`config.mk`:
```
export PLATFORM = sky130hd
export DESIGN_NAME = chon_mod
export DESIGN_NICKNAME = d
export VERILOG_FILES = /design/src/rtl/clock_pkg.sv /design/src/rtl/chong_doi.sv /design/src/rtl/chon_mod.sv
export SDC_FILE = /design/constraint.sdc
export NUM_CORES = 1
export LEC_CHECK = 0
export CAP_MARGIN = 20
export CORE_MARGIN = 5
export CORE_UTILIZATION = 25
export DETAILED_ROUTE_END_ITERATION = 8
export PLACE_DENSITY = 0.5
export RECOVER_POWER = 100
export SYNTH_ARGS = -nofsm -noshare
export SYNTH_HDL_FRONTEND = slang
export SYNTH_SLANG_ARGS = --single-unit
```
`constraint.sdc`:
```
create_clock -name clk -period 2.3 [get_ports clk]
set_input_delay 0.69 -clock clk [delete_from_list [all_inputs] [get_ports clk]]
set_output_delay 0.69 -clock clk [all_outputs]
set_load 0.05 [all_outputs]
```
`src/rtl/clock_pkg.sv`:
```
`default_nettype none
// ============================================================================
// Module  : clock_pkg
// Brief   : Mode codes and adjust-mode FSM state type for the clock display.
// Revision: 1.0
// ============================================================================
package clock_pkg;

  localparam logic [1:0] MOD_KHONG = 2'b00;
  localparam logic [1:0] MOD_GIAY  = 2'b01;
  localparam logic [1:0] MOD_PHUT  = 2'b10;
  localparam logic [1:0] MOD_GIO   = 2'b11;

  typedef enum logic [1:0] {
    KHONG_CHINH = MOD_KHONG,
    CHINH_GIAY  = MOD_GIAY,
    CHINH_PHUT  = MOD_PHUT,
    CHINH_GIO   = MOD_GIO
  } state_e;

  // Mode button walks 00 -> 01 -> 10 -> 11 -> 00.
  function automatic state_e next_mode(input state_e s);
    logic [1:0] v;
    v = s;
    v = v + 2'd1;
    return state_e'(v);
  endfunction

endpackage
`default_nettype wire

```
`src/rtl/chong_doi.sv`:
```
`default_nettype none
// ============================================================================
// Module  : chong_doi
// Brief   : Button synchronizer, debounce counter and press (rising) detector.
// Revision: 1.0
// ============================================================================
module chong_doi #(
  parameter int DEB_CYCLES = 4
) (
  input  logic clk,
  input  logic rst,
  input  logic btn,
  output logic press
);

  localparam int CW = $clog2(DEB_CYCLES + 1);
  localparam logic [CW-1:0] c_LAST = CW'(DEB_CYCLES - 1);

  logic          r_sync1;
  logic          r_sync2;
  logic          r_deb;
  logic          r_deb_d;
  logic [CW-1:0] r_cnt;

  always_ff @(posedge clk or posedge rst) begin
    if (rst) begin
      r_sync1 <= 1'b0;
      r_sync2 <= 1'b0;
      r_deb   <= 1'b0;
      r_deb_d <= 1'b0;
      r_cnt   <= '0;
    end else begin
      r_sync1 <= btn;
      r_sync2 <= r_sync1;
      r_deb_d <= r_deb;
      // Any cycle agreeing with the accepted level throws away a partial count.
      if (r_sync2 != r_deb) begin
        if (r_cnt == c_LAST) begin
          r_deb <= r_sync2;
          r_cnt <= '0;
        end else begin
          r_cnt <= r_cnt + 1'b1;
        end
      end else begin
        r_cnt <= '0;
      end
    end
  end

  assign press = r_deb & ~r_deb_d;

endmodule
`default_nettype wire

```
`src/rtl/chon_mod.sv`:
```
`default_nettype none
// ============================================================================
// Module  : chon_mod
// Brief   : Adjust-mode controller: debounced buttons, mode FSM, increment
//           strobes and idle timeout back to normal display.
// Revision: 1.0
// ============================================================================
module chon_mod
  import clock_pkg::*;
#(
  parameter int DEB_CYCLES     = 4,
  parameter int TIMEOUT_CYCLES = 50
) (
  input  logic       clk,
  input  logic       rst,
  input  logic       btn_mod,
  input  logic       btn_tang,
  output logic [1:0] gt_mod,
  output logic       tang_giay,
  output logic       tang_phut,
  output logic       tang_gio
);

  localparam int IW = $clog2(TIMEOUT_CYCLES + 1);
  localparam logic [IW-1:0] c_TO_LAST = IW'(TIMEOUT_CYCLES - 1);

  logic          w_press_mod;
  logic          w_press_tang;
  state_e        r_state;
  logic [IW-1:0] r_idle;
  logic          r_giay;
  logic          r_phut;
  logic          r_gio;

  chong_doi #(.DEB_CYCLES(DEB_CYCLES)) u_deb_mod (
    .clk   (clk),
    .rst   (rst),
    .btn   (btn_mod),
    .press (w_press_mod)
  );

  chong_doi #(.DEB_CYCLES(DEB_CYCLES)) u_deb_tang (
    .clk   (clk),
    .rst   (rst),
    .btn   (btn_tang),
    .press (w_press_tang)
  );

  // Priority: mode press, then increment press, then idle/timeout handling.
  always_ff @(posedge clk or posedge rst) begin
    if (rst) begin
      r_state <= KHONG_CHINH;
      r_idle  <= '0;
      r_giay  <= 1'b0;
      r_phut  <= 1'b0;
      r_gio   <= 1'b0;
    end else begin
      r_giay <= 1'b0;
      r_phut <= 1'b0;
      r_gio  <= 1'b0;
      if (w_press_mod) begin
        r_state <= next_mode(r_state);
        r_idle  <= '0;
      end else if (w_press_tang) begin
        r_idle <= '0;
        case (r_state)
          CHINH_GIAY: r_giay <= 1'b1;
          CHINH_PHUT: r_phut <= 1'b1;
          CHINH_GIO:  r_gio  <= 1'b1;
          default:    ;
        endcase
      end else if (r_state == KHONG_CHINH) begin
        r_idle <= '0;
      end else if (r_idle >= c_TO_LAST) begin
        r_state <= KHONG_CHINH;
        r_idle  <= '0;
      end else begin
        r_idle <= r_idle + 1'b1;
      end
    end
  end

  assign gt_mod    = r_state;
  assign tang_giay = r_giay;
  assign tang_phut = r_phut;
  assign tang_gio  = r_gio;

endmodule
`default_nettype wire
```
==> results of run 1 <==
flip-flops by register name, summed over array words and instances, names as in the netlist:
| signal | cells |
|---|---|
| tang_phut | 1 |
| u_deb_mod.r_cnt | 3 |
| u_deb_mod.r_deb | 1 |
| u_deb_tang.r_sync1 | 1 |
| gt_mod | 2 |
| u_deb_mod.r_deb_d | 1 |
| u_deb_tang.r_sync2 | 1 |
| u_deb_tang.r_deb_d | 1 |
| u_deb_mod.r_sync1 | 1 |
| u_deb_tang.r_deb | 1 |
| tang_gio | 1 |
| u_deb_tang.r_cnt | 3 |
| tang_giay | 1 |
| r_idle | 6 |
| u_deb_mod.r_sync2 | 1 |
synth_stat cells, drive strengths merged:
cell / instances
nor2b: 4
dfrtp: 25
or2b: 2
o2111ai: 1
nand3: 1
ha: 9
a31oi: 1
inv: 7
and2: 3
o21ai: 1
and3: 1
o31ai: 1
xor2: 1
mux2: 2
nor3b: 3
nor3: 2
nand2: 4
nor2: 7
nor4b: 2
xnor2: 4
metrics by stage:
step	cells	util (%)	cell area (sq um)	total power [mW]
6_report	144	30.31	1221	1.345
3_3_place_gp	140	29.84	1202	1.136
4_1_cts	144	31.06	1251	1.422
5_1_grt	144	30.31	1221	1.462
2_1_floorplan	81	-	1052	1.014
3_5_place_dp	140	29.84	1202	1.156
per-layer routing:
layer	global-route usage, %	wire length [microns]	up-vias
met2	9.574	693	10
met1	6.983	670	273
met4	1.779	11	0
li1	-	-	287
met3	2.804	90	2
met5	0	0	-
worst paths after layout:
| check | start | to | slack, ns | cells after the start |
|---|---|---|---|---|
| max | gt_mod[0] | gt_mod[0] | 0.08 | 1 |
| max reg2reg | r_idle[0] | r_idle[3] | 0.68 | 4 |
| max in group asynchronous | rst | r_idle[2] | 0.90 | 3 |
| min | u_deb_tang.r_sync1 | u_deb_tang.r_sync2 | 0.36 | 0 |
| min reg2reg | u_deb_tang.r_sync1 | u_deb_tang.r_sync2 | 0.36 | 0 |
| min in group asynchronous | rst | u_deb_tang.r_sync1 | 1.00 | 3 |
kinds of logic after synthesis:
group | share of synthesized area [%]
AO/OA/AOI/OAI | 3.685
multiplexers | 2.140
adder cells (fa/ha/maj) | 10.70
flip-flops | 59.45
buffers and inverters | 2.497
AND/OR/NAND/NOR | 17.36
XOR/XNOR | 4.162
power groups by stage:
stage	clock network, mW	logic [mW]	registers, mW
after floorplan	0	0.306	0.708
after global placement	0	0.512	0.624
after detailed placement	0	0.520	0.636
after CTS	0.274	0.522	0.626
after global routing	0.288	0.537	0.637
final	0.259	0.464	0.622
final cells by class:
cell class | count | area, sq um
clock inverters | 1 | 7.507
fillers | 413 | 2808
clock buffers | 3 | 41.29
inverters | 7 | 26.28
repair buffers | 9 | 85.08
flip-flops and latches | 25 | 625.6
multi-input cells | 49 | 372.9
well taps | 50 | 62.56
==> impl_metrics.py, run 1 <==
metrics = {
    "run_status": {
        "status": "complete, no violations",
    },
    "final_layout": {
        "syn_to_final_growth_pct": 16.05,
        "mostFrequentLayoutCells": "dfrtp_1, ha_1, inv_1, nor2_1, dlygate4sd3_1",
        "fin_nets": 108,
        "mostFrequentLayoutCell": "dfrtp_1",
        "layout-drive-gt1-share_pct": 8.511,
        "diodes": 0,
    },
    "timing": {
        "worstMarginPinSlew_ns": 0.6060,
        "final_hold_viol_count": 0,
        "final-setup-viol-count": 0,
        "rsz0062_at_grt": "no",
        "holdWs_ns": 0.3559,
        "maxSlewViolCount": 0,
        "fin_skew_ns": 0.007614,
        "worst_slack_ns": 0.07768,
        "timing.setup.tns_ns": 0,
        "max_freq_ghz": 0.4500,
        "finalCritPeriodShare_pct": 96.62,
        "period_needed_ns": 2.222,
        "maxSlewHeadroom_pct": 59.60,
    },
    "yosys": {
        "synth_seq_cells": 25,
        "synth_cell_types": 21,
        "ys_seq_area_share_pct": 59.45,
        "synth_area_sq_um": 1052,
        "netlist_top_cells_area": "dfrtp_1, ha_1, xnor2_1",
        "synth_top_cell_by_area": "dfrtp_1",
        "yosysWarnings": 0,
        "syn-mean-instance-area_sq_um": 12.99,
        "synth_top_area_share_pct": 59.45,
        "syn_nets": 94,
        "syn_inst": 81,
    },
    "routing": {
        "drt_first_pass_iters": 2,
        "wl_per_cell_microns": 10.18,
        "drt_iter0_markers": 25,
        "route.vias.total": 572,
        "vias_per_cell": 3.972,
        "drcViolationCount": 0,
        "wl_microns": 1466,
        "postRouteAntennaNets": 0,
    },
    "clocking": {
        "cts_setup_buffers": 0,
        "clock_path_buffers": 2,
        "path_clk_slew_ns": 0.09,
        "htreeDepth": 1,
        "clock_latency_ns": 0.27,
        "cts_buffers": 3,
        "clkSinkCount": 25,
        "hold_buffers": 0,
        "cts_resized": 0,
        "cts-root-buf": "clkbuf_8",
        "cts_tree": "done",
    },
    "run": {
        "max_cap_viol_count": 0,
    },
    "critical_path": {
        "worst_path_max_delay_cell": "clkdlybuf4s50_1",
        "required_ns": 1.61,
        "path_delay_family": "buffers and inverters",
        "path_buf_inv": 1,
        "criticalPathCategory": "register to output port",
        "cp-start-kind": "register",
        "cp_cell_sequence": "clkdlybuf4s50_1",
        "critical_path.max_stage_delay_ns": 0.84,
        "crit_path_end_kind": "output port",
        "cp_max_fo": 5,
        "cp_data_arrival_time_ns": 1.53,
    },
    "power_and_ir_drop": {
        "p_clk_share_pct": 19.2,
        "p_leak_nw": 0.5690,
        "power.switching_uw": 488.0,
        "p_comb_share_pct": 34.5,
        "seqPwrFrac_pct": 46.3,
        "ir_drop_v": 0.0004473,
        "switching_share_pct": 36.28,
        "p_per_area_nw_per_um2": 1101,
        "p_int_uw": 857.1,
    },
    "global_routing": {
        "grt_use_total_pct": 5.917,
        "antenna_found_initial": 0,
        "overflow": 0,
        "grt_max_degree": 26,
        "grt_pass1_vias": 586,
        "grt_pass1_wl_microns": 2511,
    },
    "placement": {
        "port_buffers": 8,
        "post-place-ws_ns": 0.3603,
        "gp_congestion": 0.7208,
        "dp_hpwl_microns": 1095,
    },
    "die": {
        "die_h_microns": 74.88,
        "rows": 23,
        "dieWidth_microns": 74.88,
        "dieArea_sq_um": 5606,
        "ioPinCount": 9,
        "initial_core_util_pct": 26.12,
        "coreArea_sq_um": 4029,
    },
    "worst_hold_path": {
        "hold_path.class": "register to register",
    },
}
(Power assumes the default switching activity.)
==> inputs of run 2 (changes only) <==
Settings changed: CORE_UTILIZATION 25 to 55, PLACE_DENSITY 0.5 to 0.85.
==> run 2 against run 1 <==
Utilization increased by 35 points. Register-to-register slack improved by 0.05 ns. Total power is 6.9% lower. Hold slack better by 0.0071 ns. Global-route usage up 6.5 points. First-iteration DRC count is 88% lower. Cell count down 17%. Clock power shrank 30%. Cell area is 5.0% lower. Wire length shrank 8.5%. Critical endpoint is now gt_mod[1]. Largest cell class unchanged.
==> impl_metrics.py, run 2 (synthesis gave the netlist of run 1 again) <==
metrics = {
    "run_status": {
        "status": "complete, no violations",
    },
    "global_routing": {
        "grt_max_degree": 26,
        "grt_use_met2_pct": 22.58,
        "use_met1_pct": 13.26,
        "grt_pass1_wl_microns": 2497,
        "met3_usage_pct": 4.155,
        "grt-busiest-layer": "met2",
        "grt_pass1_vias": 595,
        "antenna_found_initial": 0,
        "grt_use_total_pct": 12.37,
        "overflow": 0,
    },
    "timing": {
        "maxSlewHeadroom_pct": 17.33,
        "period_needed_ns": 2.235,
        "final_hold_viol_count": 0,
        "finalCritPeriodShare_pct": 97.16,
        "maxSlewViolCount": 0,
        "final-setup-viol-count": 0,
        "max_freq_ghz": 0.4475,
        "timing.setup.tns_ns": 0,
        "worstMarginPinSlew_ns": 1.240,
        "fin_skew_ns": 0.002174,
        "holdWs_ns": 0.3629,
        "rsz0062_at_grt": "no",
    },
    "clocking": {
        "path_clk_slew_ns": 0.12,
        "clkSinkCount": 25,
        "htreeDepth": 1,
        "cts-root-buf": "clkbuf_4",
        "cts_setup_buffers": 0,
        "cts_buffers": 3,
        "clock_path_buffers": 2,
        "clock_latency_ns": 0.30,
        "cts_tree": "done",
        "hold_buffers": 0,
        "cts_resized": 0,
    },
    "die": {
        "rows": 15,
        "die_h_microns": 53.74,
        "coreArea_sq_um": 1764,
        "ioPinCount": 9,
        "dieArea_sq_um": 2888,
        "dieWidth_microns": 53.74,
        "initial_core_util_pct": 59.65,
    },
    "power_and_ir_drop": {
        "seqPwrFrac_pct": 49.3,
        "switching_share_pct": 36.82,
        "power.switching_uw": 461.2,
        "p_leak_nw": 0.5579,
        "report.power.total_mw": 1.252,
        "p_comb_share_pct": 36.1,
        "p_clk_share_pct": 14.5,
        "p_int_uw": 791.2,
        "p_per_area_nw_per_um2": 1080,
        "ir_drop_v": 0.0005181,
    },
    "routing": {
        "drt_first_pass_iters": 3,
        "wl_per_cell_microns": 11.27,
        "wl_microns": 1341,
        "drt_iter0_markers": 3,
        "route.vias.total": 582,
        "vias_per_cell": 4.891,
        "drcViolationCount": 0,
        "postRouteAntennaNets": 0,
    },
    "final_layout": {
        "mostFrequentLayoutCell": "dfrtp_1",
        "layout-drive-gt1-share_pct": 6.383,
        "largest-register": "r_idle",
        "diodes": 0,
        "top_regs": "r_idle x6, u_deb_mod.r_cnt x3, u_deb_tang.r_cnt x3",
        "syn_to_final_growth_pct": 10.23,
        "largest_reg_flops": 6,
        "mostFrequentLayoutCells": "dfrtp_1, ha_1, inv_1, nor2_1, dlygate4sd3_1",
        "fin_nets": 108,
    },
    "critical_path": {
        "cp-start-kind": "register",
        "path_buf_inv": 1,
        "criticalPathCategory": "register to output port",
        "cp_cell_sequence": "clkdlybuf4s50_1",
        "cp_data_arrival_time_ns": 1.54,
        "worst_path_max_delay_cell": "clkdlybuf4s50_1",
        "cp_max_fo": 4,
        "path_delay_family": "buffers and inverters",
        "crit_path_end_kind": "output port",
        "required_ns": 1.61,
        "r2r_cells": 4,
        "critical_path.max_stage_delay_ns": 0.82,
        "path_depth": 1,
    },
    "worst_hold_path": {
        "min_path_cells": 0,
        "hold_path.class": "register to register",
    },
    "placement": {
        "dp_hpwl_microns": 1121,
        "gp_congestion": 0.6316,
        "port_buffers": 8,
    },
    "run": {
        "max_cap_viol_count": 0,
    },
}
## run 2: cell types whose count changed in the layout (fill, tap and decap cells not counted)
cell             previous run  this run
clkdlybuf4s50_1             2         1
o21ai_0                     1         0
and2_0                      3         2
clkbuf_2                    1         0
and2_1                      0         1
clkbuf_4                    0         3
clkbuf_8                    3         0
o21ai_1                     0         1
clkbuf_1                    0         3
clkinvlp_4                  1         0
## run 2: routing by layer
layer	share of wire (%)	wire, microns
met1	43	574
met2	54	722
met3	2.6	35
met4	0.67	9
met5	0	0
## run 2: final cells by class
class,instances,area [sq um]
clock buffers,4,26.28
inverters,7,26.28
well taps,25,31.28
fillers,143,604.3
multi-input cells,49,372.9
flip-flops and latches,25,625.6
repair buffers,9,77.57
## run 2: final timing paths
check	slack [ns]	start	to
setup reg to reg	0.73	r_idle[0]	r_idle[3]
hold / removal	0.36	u_deb_tang.r_sync1	u_deb_tang.r_sync2
setup / recovery	0.07	gt_mod[1]	gt_mod[1]
max in group asynchronous	0.35	rst	u_deb_tang.r_deb_d
hold reg to reg	0.36	u_deb_tang.r_sync1	u_deb_tang.r_sync2
min in group asynchronous	1.23	rst	u_deb_tang.r_cnt[1]
## run 2: power groups by stage
stage,Clock (mW),Sequential (mW),Combinational [mW]
CTS,0.191,0.622,0.523
floorplan,0,0.708,0.306
global placement,0,0.623,0.503
detailed placement,0,0.634,0.520
finish,0.182,0.618,0.453
global route,0.213,0.637,0.520
## run 2: stage by stage
step	setup WS [ns]	instances	cell area [sq um]	util, %
after floorplan	0.6973	81	1052	-
after global placement	0.4075	115	1171	66.38
after detailed placement	0.3800	115	1171	66.38
after CTS	0.03430	119	1197	67.87
after global routing	0.004547	119	1160	65.74
final	0.06539	119	1160	65.74
==> inputs of run 3 (changes only) <==
Settings changed: CTS_CLUSTER_SIZE set to 8, SETUP_SLACK_MARGIN set to 0.02.
==> run 3 against run 2 <==
Clock-buffer cell count unchanged. Cell count stayed put. Die area is the same. Wire length decreased by 0.15%. Clock power about the same. Clock skew is the same. Via count is 1.5% higher. Sequential power hardly changed. Critical endpoint is now tang_phut. Largest cell class unchanged.
==> impl_metrics.py, run 3 (synthesis gave the netlist of run 1 again) <==
metrics = {
    "run_status": {
        "status": "complete, no violations",
    },
    "critical_path": {
        "worst_path_max_delay_cell": "clkdlybuf4s50_1",
        "cp_data_arrival_time_ns": 1.44,
        "reg2reg_slack_ns": 0.73,
        "path_buf_inv": 1,
        "cp_max_fo": 1,
        "required_ns": 1.61,
        "path_delay_family": "buffers and inverters",
        "cp-start-kind": "register",
        "criticalPathCategory": "register to output port",
        "crit_path_end_kind": "output port",
        "cp_cell_sequence": "clkdlybuf4s50_1",
        "critical_path.max_stage_delay_ns": 0.80,
    },
    "timing": {
        "max_freq_ghz": 0.4702,
        "maxSlewViolCount": 0,
        "maxSlewHeadroom_pct": 18.28,
        "final_hold_viol_count": 0,
        "holdWs_ns": 0.3629,
        "timing.setup.tns_ns": 0,
        "rsz0062_at_grt": "no",
        "fin_skew_ns": 0.002174,
        "worstMarginPinSlew_ns": 1.226,
        "finalCritPeriodShare_pct": 92.47,
        "final-setup-viol-count": 0,
        "period_needed_ns": 2.127,
    },
    "die": {
        "initial_core_util_pct": 59.65,
        "dieWidth_microns": 53.74,
        "ioPinCount": 9,
        "die_h_microns": 53.74,
        "dieArea_sq_um": 2888,
        "coreArea_sq_um": 1764,
        "rows": 15,
    },
    "placement": {
        "gp_congestion": 0.6316,
        "port_buffers": 8,
        "dp_hpwl_microns": 1121,
        "dpl_cell_area_sq_um": 1171,
    },
    "final_layout": {
        "postLayoutCellArea_sq_um": 1154,
        "syn_to_final_growth_pct": 9.632,
        "top_regs": "r_idle x6, u_deb_mod.r_cnt x3, u_deb_tang.r_cnt x3",
        "mostFrequentLayoutCell": "dfrtp_1",
        "regArea_sq_um": 625.6,
        "fin_nets": 108,
        "multi_input_comb_area_sq_um": 372.9,
        "diodes": 0,
        "mostFrequentLayoutCells": "dfrtp_1, ha_1, inv_1, nor2_1",
        "fin_util_pct": 65.39,
        "layout-drive-gt1-share_pct": 6.383,
        "largest-register": "r_idle",
        "largest_reg_flops": 6,
        "fill_cells": 144,
    },
    "clocking": {
        "cts-root-buf": "clkbuf_4",
        "cts_buffers": 3,
        "cts_setup_buffers": 0,
        "clkSinkCount": 25,
        "clock_latency_ns": 0.30,
        "clock_path_buffers": 2,
        "htreeDepth": 1,
        "hold_buffers": 0,
        "cts_tree": "done",
        "path_clk_slew_ns": 0.12,
    },
    "power_and_ir_drop": {
        "p_int_uw": 785.1,
        "p_leak_nw": 0.5450,
        "power.switching_uw": 461.5,
        "ir_drop_v": 0.0005182,
        "p_clk_share_pct": 14.5,
        "report.power.total_mw": 1.247,
        "seqPwrFrac_pct": 49.6,
        "p_comb_share_pct": 35.8,
        "p_per_area_nw_per_um2": 1081,
        "switching_share_pct": 37.02,
    },
    "worst_hold_path": {
        "hold_path.class": "register to register",
    },
    "routing": {
        "drt_iter0_markers": 3,
        "route.vias.total": 591,
        "vias_per_cell": 4.966,
        "drcViolationCount": 0,
        "wl_per_cell_microns": 11.25,
        "drt_first_pass_iters": 4,
        "postRouteAntennaNets": 0,
        "wl_microns": 1339,
    },
    "global_routing": {
        "grt_max_degree": 26,
        "grt_use_total_pct": 12.37,
        "grt_pass1_wl_microns": 2497,
        "antenna_found_initial": 0,
        "overflow": 0,
        "grt_pass1_vias": 595,
    },
    "run": {
        "max_cap_viol_count": 0,
    },
}
-- run 3: cell types whose count changed in the layout (fill, tap and decap cells not counted), sizes merged --
cell           before  now
dlygate4sd3         6    2
clkdlybuf4s50       1    4
clkbuf              6    7
-- run 3: stage by stage --
stage / setup WS (ns) / std cells
final: 0.1732 / 119
after global routing: 0.1001 / 119
after CTS: 0.03430 / 119
after detailed placement: 0.3800 / 115
after global placement: 0.4075 / 115
after floorplan: 0.6973 / 81
-- run 3: what timing repair did --
item                       4_1_cts  5_1_grt
setup endpoints to repair        0        2
hold endpoints to repair         0        0
resized for setup                0        2
-- run 3: final timing paths --
check / from / end / cells after the start
min in group asynchronous: rst / u_deb_tang.r_cnt[1] / 3
worst max register to register: r_idle[0] / r_idle[3] / 4
worst min-delay path: u_deb_tang.r_sync1 / u_deb_tang.r_sync2 / 0
worst max-delay path: tang_phut / tang_phut / 1
worst min register to register: u_deb_tang.r_sync1 / u_deb_tang.r_sync2 / 0
max in group asynchronous: rst / tang_gio / 3
-- run 3: cell type report --
cell class	count	area share, %
timing repair buffer	9	6.182
tap	25	2.711
multi-input combinational	49	32.32
clock buffer	4	2.278
sequential	25	54.23
inverter	7	2.278
-- run 3: power by group through the flow --
stage / clock [mW] / sequential [mW] / combinational (mW)
after floorplan: 0 / 0.708 / 0.306
after global placement: 0 / 0.623 / 0.503
after detailed placement: 0 / 0.634 / 0.520
after CTS: 0.191 / 0.622 / 0.523
after global routing: 0.214 / 0.638 / 0.514
final: 0.181 / 0.619 / 0.447
-- run 3: metal layers --
layer / share of wire (%) / vias to the layer above / wire length, microns / GRT usage (%)
li1: - / 289 / - / -
met1: 43 / 291 / 570 / 13.26
met2: 54 / 9 / 719 / 22.58
met3: 3.0 / 2 / 40 / 4.155
met4: 0.67 / 0 / 9 / 3.830
met5: 0 / - / 0 / 0
==> RTL change, RTL diff (settings of run 1) <==
Make the reset (`rst`) synchronous in 2 clocked blocks.
--- a/src/rtl/chong_doi.sv
+++ b/src/rtl/chong_doi.sv
@@ -23,5 +23,5 @@
   logic [CW-1:0] r_cnt;
 
-  always_ff @(posedge clk or posedge rst) begin
+  always_ff @(posedge clk) begin
     if (rst) begin
       r_sync1 <= 1'b0;
--- a/src/rtl/chon_mod.sv
+++ b/src/rtl/chon_mod.sv
@@ -48,5 +48,5 @@
 
   // Priority: mode press, then increment press, then idle/timeout handling.
-  always_ff @(posedge clk or posedge rst) begin
+  always_ff @(posedge clk) begin
     if (rst) begin
       r_state <= KHONG_CHINH;
Behaviour: differs if rst is asserted again (counterexample within 10 cycles, from zero or initial values and one cycle with rst high); with rst held inactive, the same outputs for 10 cycles.
==> RTL change against run 1 <==
- sequential cell count unchanged
- design area is 2.2% lower
- area after synthesis is 0.36% lower
- routed wire length is 5.5% higher
- setup slack better by 46 ps
- register-to-register slack got worse by 150 ps
Power is not compared: it rests on default switching activity, and its combinational part moved more than twofold at a synthesized area within 25%.
==> RTL change: results (changes against run 1) <==
{| class="wikitable"
! Metric !! Value
|-
| RR Endpoint || r_idle[1]$_SDFF_PP0_ (was r_idle[3]$_DFF_PP0_)
|-
| End point of the most critical hold path || u_deb_mod.r_cnt[0]$_SDFF_PP0_ (was u_deb_tang.r_sync2$_DFF_PP0_)
|-
| Clock Skew || 3.19 ps (was 7.61 ps)
|-
| Detailed-route wire length per cell || 9.73 um (was 10.2 um)
|-
| Num sequential || 25 (unchanged)
|-
| Finished Core Util || 29.7% (was 30.3%)
|-
| Logic inverters || 8 (was 7)
|-
| Met1 Track Usage GR || 7.47% (was 6.98%)
|-
| Post-synthesis sequential area ratio || 47.7% (was 59.5%)
|-
| Startpoint of the most critical hold path || u_deb_mod.r_cnt[0]$_SDFF_PP0_ (was u_deb_tang.r_sync1$_DFF_PP0_)
|-
| WP data arrival || 1490 ps (was 1530 ps)
|-
| Async SR Flop Fraction || 0% (was 100%)
|-
| First-pass GRT wire length || 2820 um (was 2510 um)
|-
| Total via count after detailed routing || 629 (was 572)
|-
| Final GP Congestion || 0.707 (was 0.721)
|-
| Total of clock buffers placed in the layout || 4 (was 3)
|-
| Post-layout nets || 125 (was 108)
|-
| Cell types with the highest counts after synthesis || sky130_fd_sc_hd__dfxtp_1, sky130_fd_sc_hd__ha_1, sky130_fd_sc_hd__nor2_1 (was sky130_fd_sc_hd__dfrtp_1, sky130_fd_sc_hd__ha_1, sky130_fd_sc_hd__inv_1, sky130_fd_sc_hd__nor2_1)
|-
| Clock network contribution to total cell area || 3.77% (was 4.00%)
|-
| Pin count of the biggest net entering global routing || 15 (was 26)
|-
| Critical path destination || gt_mod[1] (was gt_mod[0])
|-
| Non-clock buffer area fraction after layout || 6.49% (was 6.97%)
|-
| Multi-input gate count || 63 (was 49)
|-
| Met2 wire len || 672 um (was 693 um)
|-
| Relative slew slack || 60.9% (was 59.6%)
|-
| Most frequently used flop master after synthesis || sky130_fd_sc_hd__dfxtp_1 (was sky130_fd_sc_hd__dfrtp_1)
|-
| Count of cell types in the netlist || 28 (was 21)
|-
| Dpl ws || 304 ps (was 360 ps)
|-
| Post-detail-place hpwl || 1180 um (was 1100 um)
|-
| Met3 Usage GRT || 2.27% (was 2.80%)
|-
| Cell count of the worst hold path || 1 (was 0)
|-
| Total routing usage reported by global routing || 6.71% (was 5.92%)
|-
| Launch instance of the worst register-to-register path || gt_mod[0]$_SDFFE_PP0P_ (was r_idle[0]$_DFF_PP0_)
|-
| Iteration-0 DRC count of the detailed router || 3 (was 25)
|-
| Run status || finished clean (unchanged)
|-
| Fraction of area in multi-input gates || 40.1% (was 30.5%)
|-
| Wire length on met1 || 745 um (was 670 um)
|-
| Worst setup path startpoint || gt_mod[1]$_SDFFE_PP0P_ (was gt_mod[0]$_DFFE_PP0P_)
|}
-- RTL change: cell count changes after synthesis, moves of 3 or more --
cell,delta
sky130_fd_sc_hd__nor3b_1,-3
sky130_fd_sc_hd__dfrtp_1,-25
sky130_fd_sc_hd__nor3_2,+5
sky130_fd_sc_hd__nor2b_1,+4
sky130_fd_sc_hd__dfxtp_1,+25
-- RTL change: cell families (layout without fill, tap and decap cells) --
family / count (synthesis) / in the layout / share of synthesized area [%]
compound gates: 4 / 4 / 2.98
xor+xnor: 6 / 6 / 5.01
fa+ha+maj: 11 / 11 / 13.1
buf+inv: 10 / 21 / 4.30
flops: 25 / 25 / 47.7
mux: 2 / 2 / 1.91
simple gates: 40 / 40 / 24.9
-- RTL change: through the flow --
stage | hold WS (ps) | instances
6_report | 425 | 159
3_3_place_gp | 406 | 155
5_1_grt | 460 | 159
2_1_floorplan | 399 | 98
4_1_cts | 429 | 159
3_5_place_dp | 416 | 155
